**src/rtl/dds_pkg.sv**
```systemverilog
// Shared DDS datapath definitions: channel encodings, select width and FSM states.
package dds_pkg;

    localparam int SEL_W  = 3;
    localparam int NUM_CH = 5;

    localparam logic [SEL_W-1:0] CH_SINE   = 3'd0;
    localparam logic [SEL_W-1:0] CH_SQUARE = 3'd1;
    localparam logic [SEL_W-1:0] CH_TRI    = 3'd2;
    localparam logic [SEL_W-1:0] CH_SAW    = 3'd3;
    localparam logic [SEL_W-1:0] CH_NOISE  = 3'd4;

    // Highest legal channel code; anything above is rejected by the select FSM.
    localparam logic [SEL_W-1:0] SEL_MAX = CH_NOISE;

    typedef enum logic {
        IDLE,
        PENDING
    } sel_state_e;

endpackage

```
**src/rtl/demux_sel_ctrl.sv**
```systemverilog
// Double-buffered channel select for demux_5_sync: pending register, frame_sync apply, bypass, sticky error.
// Exposes sel_change only when DEMUX_ZERO_UNSEL_EN is defined.
module demux_sel_ctrl
    import dds_pkg::*;
#(
    parameter int RST_SEL = 0
) (
    input  logic             clk,
    input  logic             rst_n,
    input  logic [SEL_W-1:0] sel_req,
    input  logic             sel_load,
    input  logic             frame_sync,
    output logic [SEL_W-1:0] sel_active,
    output logic             sel_err,
`ifdef DEMUX_ZERO_UNSEL_EN
    output logic             sel_change,
`endif
    output logic             sel_pending
);

    localparam logic [SEL_W-1:0] RST_VAL = SEL_W'(RST_SEL);

    sel_state_e       state;
    logic [SEL_W-1:0] pending;
    logic             load_ok;

    assign load_ok     = sel_load && (sel_req <= SEL_MAX);
    assign sel_pending = (state == PENDING);

    // NOTE: state registers use non-blocking assignments so every flop samples pre-edge values.
    always_ff @(posedge clk or negedge rst_n) begin
        if (!rst_n) begin
            state      <= IDLE;
            pending    <= RST_VAL;
            sel_active <= RST_VAL;
            sel_err    <= 1'b0;
        end else begin
            if (sel_load) begin
                sel_err <= !load_ok;
            end
            case (state)
                IDLE: begin
                    if (load_ok) begin
                        if (frame_sync) begin
                            sel_active <= sel_req;
                        end else begin
                            pending <= sel_req;
                            state   <= PENDING;
                        end
                    end
                end
                PENDING: begin
                    if (frame_sync) begin
                        sel_active <= load_ok ? sel_req : pending;
                        state      <= IDLE;
                    end else if (load_ok) begin
                        pending <= sel_req;
                    end
                end
                default: state <= IDLE;
            endcase
        end
    end

`ifdef DEMUX_ZERO_UNSEL_EN
    logic [SEL_W-1:0] sel_next;

    // Value sel_active takes at the coming edge; lets the datapath clear the outgoing channel on that edge.
    always_comb begin
        sel_next = sel_active;
        if (frame_sync) begin
            if (load_ok) begin
                sel_next = sel_req;
            end else if (state == PENDING) begin
                sel_next = pending;
            end
        end
        sel_change = (sel_next != sel_active);
    end
`endif

endmodule

```
**src/rtl/demux_5_sync.sv**
```systemverilog
// Registered 1-to-5 sample demultiplexer with frame-synchronised channel switching.
// Define DEMUX_ZERO_UNSEL_EN to clear a channel's output when it is deselected.
module demux_5_sync
    import dds_pkg::*;
#(
    parameter int m       = 12,
    parameter int RST_SEL = 0
) (
    input  logic              clk,
    input  logic              rst_n,
    input  logic [m-1:0]      in_data,
    input  logic              in_valid,
    input  logic [SEL_W-1:0]  sel_req,
    input  logic              sel_load,
    input  logic              frame_sync,
    output logic [m-1:0]      out0,
    output logic [m-1:0]      out1,
    output logic [m-1:0]      out2,
    output logic [m-1:0]      out3,
    output logic [m-1:0]      out4,
    output logic [NUM_CH-1:0] out_valid,
    output logic [SEL_W-1:0]  sel_active,
    output logic              sel_pending,
    output logic              sel_err
);

    logic [m-1:0] out_reg [NUM_CH];
`ifdef DEMUX_ZERO_UNSEL_EN
    logic sel_change;
`endif

    demux_sel_ctrl #(
        .RST_SEL (RST_SEL)
    ) u_sel_ctrl (
        .clk         (clk),
        .rst_n       (rst_n),
        .sel_req     (sel_req),
        .sel_load    (sel_load),
        .frame_sync  (frame_sync),
        .sel_active  (sel_active),
        .sel_err     (sel_err),
`ifdef DEMUX_ZERO_UNSEL_EN
        .sel_change  (sel_change),
`endif
        .sel_pending (sel_pending)
    );

    // Routing uses the pre-switch sel_active; a code outside 0..4 matches no channel and everything holds.
    always_ff @(posedge clk or negedge rst_n) begin
        if (!rst_n) begin
            // NOTE: the channel array is a handful of flops, not a RAM, so resetting every entry is cheap and required.
            for (int i = 0; i < NUM_CH; i++) begin
                out_reg[i] <= '0;
            end
            out_valid <= '0;
        end else begin
            for (int i = 0; i < NUM_CH; i++) begin
                out_valid[i] <= in_valid && (sel_active == SEL_W'(i));
                if (in_valid && (sel_active == SEL_W'(i))) begin
                    out_reg[i] <= in_data;
                end
`ifdef DEMUX_ZERO_UNSEL_EN
                if (sel_change && (sel_active == SEL_W'(i))) begin
                    out_reg[i] <= '0;
                end
`endif
            end
        end
    end

    assign out0 = out_reg[0];
    assign out1 = out_reg[1];
    assign out2 = out_reg[2];
    assign out3 = out_reg[3];
    assign out4 = out_reg[4];

endmodule

```
**config.mk**
```make
export PLATFORM = sky130hd
export DESIGN_NAME = demux_5_sync
export DESIGN_NICKNAME = d
export VERILOG_FILES = /design/src/rtl/dds_pkg.sv /design/src/rtl/demux_sel_ctrl.sv /design/src/rtl/demux_5_sync.sv
export SDC_FILE = /design/constraint.sdc
export NUM_CORES = 1
export LEC_CHECK = 0
export BUFFER_PORTS_ARGS = -buffer_cell sky130_fd_sc_hd__buf_2
export CELL_PAD_IN_SITES_DETAIL_PLACEMENT = 0
export CELL_PAD_IN_SITES_GLOBAL_PLACEMENT = 1
export CORE_MARGIN = 2
export CORE_UTILIZATION = 44
export DETAILED_ROUTE_END_ITERATION = 8
export GPL_TIMING_DRIVEN = 0
export PLACE_DENSITY_LB_ADDON = 0.1
export SLEW_MARGIN = 20
export SYNTH_ARGS = -nofsm -noshare
export SYNTH_HDL_FRONTEND = slang
export SYNTH_HIERARCHICAL = 1
export SYNTH_SLANG_ARGS = --single-unit
```
**constraint.sdc**
```tcl
create_clock -name clk -period 3.61 [get_ports clk]
set_clock_uncertainty 0.2 [all_clocks]
set_input_delay 0.722 -clock clk [delete_from_list [all_inputs] [get_ports clk]]
set_output_delay 0.722 -clock clk [all_outputs]
set_load 0.01 [all_outputs]
```
==> impl_metrics.csv <==
group,metric,value,unit
critical_path,timing_worst_setup_path_type,"reg -> out",
flow_run,max_cap_violations,0,
layout,top_library_cells_by_usage_in_the_layout_fill_and_taps_aside,"88 x sky130_fd_sc_hd__buf_2, 73 x sky130_fd_sc_hd__dfrtp_1, 60 x sky130_fd_sc_hd__mux2_2",
critical_path,cp_cell_sequence,"buf_2",
pwr,cellPowerDensity,834,nW/um^2
detailed_routing,detail_route.drc_violations,0,
layout,fillCellCount,527,
critical_path,worst_ep_arrival_time,1.03,ns
critical_path,crit_required,2.69,ns
global_routing,groute.usage.overall,17.2,%
placed_design,gp_congestion,0.772,
detailed_routing,antenna_violating_nets_post_route,0,
floorplanning,fp.dieArea,7160,um^2
clocking,worst_path_clk_slew,0.07,ns
synth,proportion_of_synthesized_area_in_mux_cells,25.2,%
layout,n_antenna_cell,0,
sta,setup-violations-final,0,
critical_path,cp_top_family,"flip-flops",
clocking,cts_resized,0,
synth,synth-compound-area-share,3.02,%
clocking,clock-root-buffer,"sky130_fd_sc_hd__clkbuf_8",
layout,multi_input_comb_area,960,um^2
detailed_routing,drt-wirelength-per-cell,16.2,um
sta,worst_hold_slack,0.109,ns
synth,synth.ff_latch_count,73,
critical_path,slowest_stage_delay_on_critical_path,0.50,ns
sta,layout_min_cycle_time,1.95,ns
pwr,vdd_drop_max,459,uV
floorplanning,die_x,84.6,um
layout,seq_area,1830,um^2
hold_path,min-delay-path-class,"in -> async",
synth,postSynthNetCount,190,
placed_design,post-dp-hpwl,3.94,mm
synth,avg_cell_area_syn,16.8,um^2
detailed_routing,firstDrtPassIters,3,
floorplanning,fp.dieH,84.6,um
layout,nets_finish,291,
clocking,clock_sink_count,73,
clocking,tritoncts_clock_tree,"done",
critical_path,timing.critical_path.slowest_stage_cell,"sky130_fd_sc_hd__dfrtp_1",
clocking,cts-root-to-sink-buffers,2,
clocking,worstSkewPairLatency,0.34,ns
layout,layout-drive-gt1-share,66.3,%
synth,synth_top_family_by_area,"multiplexers",
detailed_routing,drtIter0Drc,41,
critical_path,path_max_fanout,7,
synth,synth_seq_area_share,63.8,%
global_routing,grt_max_degree,43,
critical_path,reg2reg_slack,1.80,ns
critical_path,r2r.worst_path.cells,3,
global_routing,first_global_vias,1770,
synth,synth_top_area_cell,"sky130_fd_sc_hd__dfrtp_1",
sta,worst-slew-pin-transition,0.407,ns
critical_path,end_kind,"primary output",
sta,slew_viol_final,0,
synth,ys_top_cells_by_area,"sky130_fd_sc_hd__dfrtp_1 64%, sky130_fd_sc_hd__mux2_2 24%, sky130_fd_sc_hd__and4bb_4 1.7%",
clocking,hold_buffers,0,
clocking,cts.htree.levels,3,
outcome,outcome,"finished, final reports clean",
global_routing,sum_of_overflow_across_all_layers_after_global_routing,0,
sta,rsz_0062_raised_after_global_routing,"no",
synth,synth_top_area_share,63.8,%
synth,post_synth_and_or_nand_nor_area_fraction,5.33,%
sta,timing.slew.headroom,72.8,%
floorplanning,initial_standard_cell_utilization_of_the_core,45.3,%
floorplanning,num_rows,29,
floorplanning,core_area,6310,um^2
layout,post-route-util,57.7,%
clocking,cts_setup_buffers,0,
placed_design,io_buffer_count,89,
detailed_routing,postRouteWirelength,5.71,mm
synth,postSynthCellCount,170,
synth,post_synth_design_cell_area,2860,um^2
detailed_routing,vias_per_cell,5.01,
critical_path,cp-start-kind,"register",
global_routing,number_of_antenna_violations_at_the_first_check_in_global_routing,0,
synth,synthAdderAreaFrac,0,%
sta,hold_violations,0,
floorplanning,number_of_i_o_pins,90,
clocking,cts_buffers,9,
critical_path,worstPathBufferInverterCount,1,
pwr,cellLeakagePower,1.78,nW
sta,final.period_utilization,54.0,%
layout,area_delta_synth_final,27.4,%
layout,layout_commonest_cell,"sky130_fd_sc_hd__buf_2",
sta,final.setup.tns,0,ns
detailed_routing,dr_total_vias,1770,
critical_path,cp_num_cells,1,
synth,yosysUniqueCellTypes,20,
global_routing,first_pass_grt_wire_length,9.46,mm
synth,post_synth_xor_area_fraction,0,%
synth,ys_warn_count,6,
sta,achievable-frequency,513,MHz
[final cells by class]
cell class	instances	share of cell area, %
Sequential cell	73	50.1
Multi-Input combinational cell	87	26.3
Timing Repair Buffer	90	12.8
Clock buffer	9	3.40
Tap cell	77	2.64
Clock inverter	7	2.61
Buffer	6	1.65
Inverter	4	0.412
[per-stage QoR]
step                      total power [mW]  std cells  setup WS, ns  cell area (um^2)
after floorplan                       1.91        170          1.79              2860
after detailed placement              2.39        337          1.50              3430
after global placement                2.36        336          1.18              3400
after CTS                             3.09        353          1.64              3640
final                                 3.04        353          1.66              3640
after global routing                  3.24        353          1.61              3640
[flip-flops by register name (all words and copies together), names as in the netlist]
name / count
out_valid: 5
u_sel_ctrl/sel_active: 3
out2: 12
out4: 12
out0: 12
out3: 12
u_sel_ctrl/sel_pending: 1
u_sel_ctrl/sel_err: 1
u_sel_ctrl/pending: 3
out1: 12
[final timing paths]
path,to,from
max in group asynchronous,u_sel_ctrl/pending[0]$_DFFE_PN0P_,rst_n
max reg2reg,out0[7]$_DFFE_PN0P_,u_sel_ctrl/sel_active[1]$_DFFE_PN0P_
min,out_valid[3]$_DFF_PN0_,rst_n
min reg2reg,out2[7]$_DFFE_PN0P_,out2[7]$_DFFE_PN0P_
min in group clk,out2[7]$_DFFE_PN0P_,out2[7]$_DFFE_PN0P_
max,sel_active[0],u_sel_ctrl/sel_active[0]$_DFFE_PN0P_
[power breakdown]
| part | total, mW | switching (mW) | internal, mW |
|---|---|---|---|
| Clock | 0.695 | 0.307 | 0.389 |
| Combinational | 0.994 | 0.457 | 0.537 |
| Sequential | 1.35 | 0.178 | 1.17 |
| Total | 3.04 | 0.941 | 2.10 |
[routing by layer]
metal	vias up	wire, um	part of all wire (%)	track usage, %
li1	814	-	-	-
met1	887	2630	46	24.4
met2	57	2640	46	24.8
met3	12	319	5.6	4.72
met4	0	121	2.1	7.36
met5	-	0	0	0
[cell families after synthesis]
| family | count (synthesis) |
|---|---|
| flops | 73 |
| compound gates | 10 |
| simple gates | 14 |
| mux | 63 |
| buf+inv | 10 |
[synthesized netlist by cell type (all sizes together)]
cell / count
nand3b: 1
o221ai: 1
o21ai: 1
a211oi: 6
and4b: 2
nand4b: 1
nor2: 3
a21oi: 2
and3b: 1
dfrtp: 73
nand2b: 1
buf: 6
mux2: 63
inv: 4
nor4b: 1
nand2: 1
and4bb: 3
No activity file was read; power rests on OpenSTA's default activity.
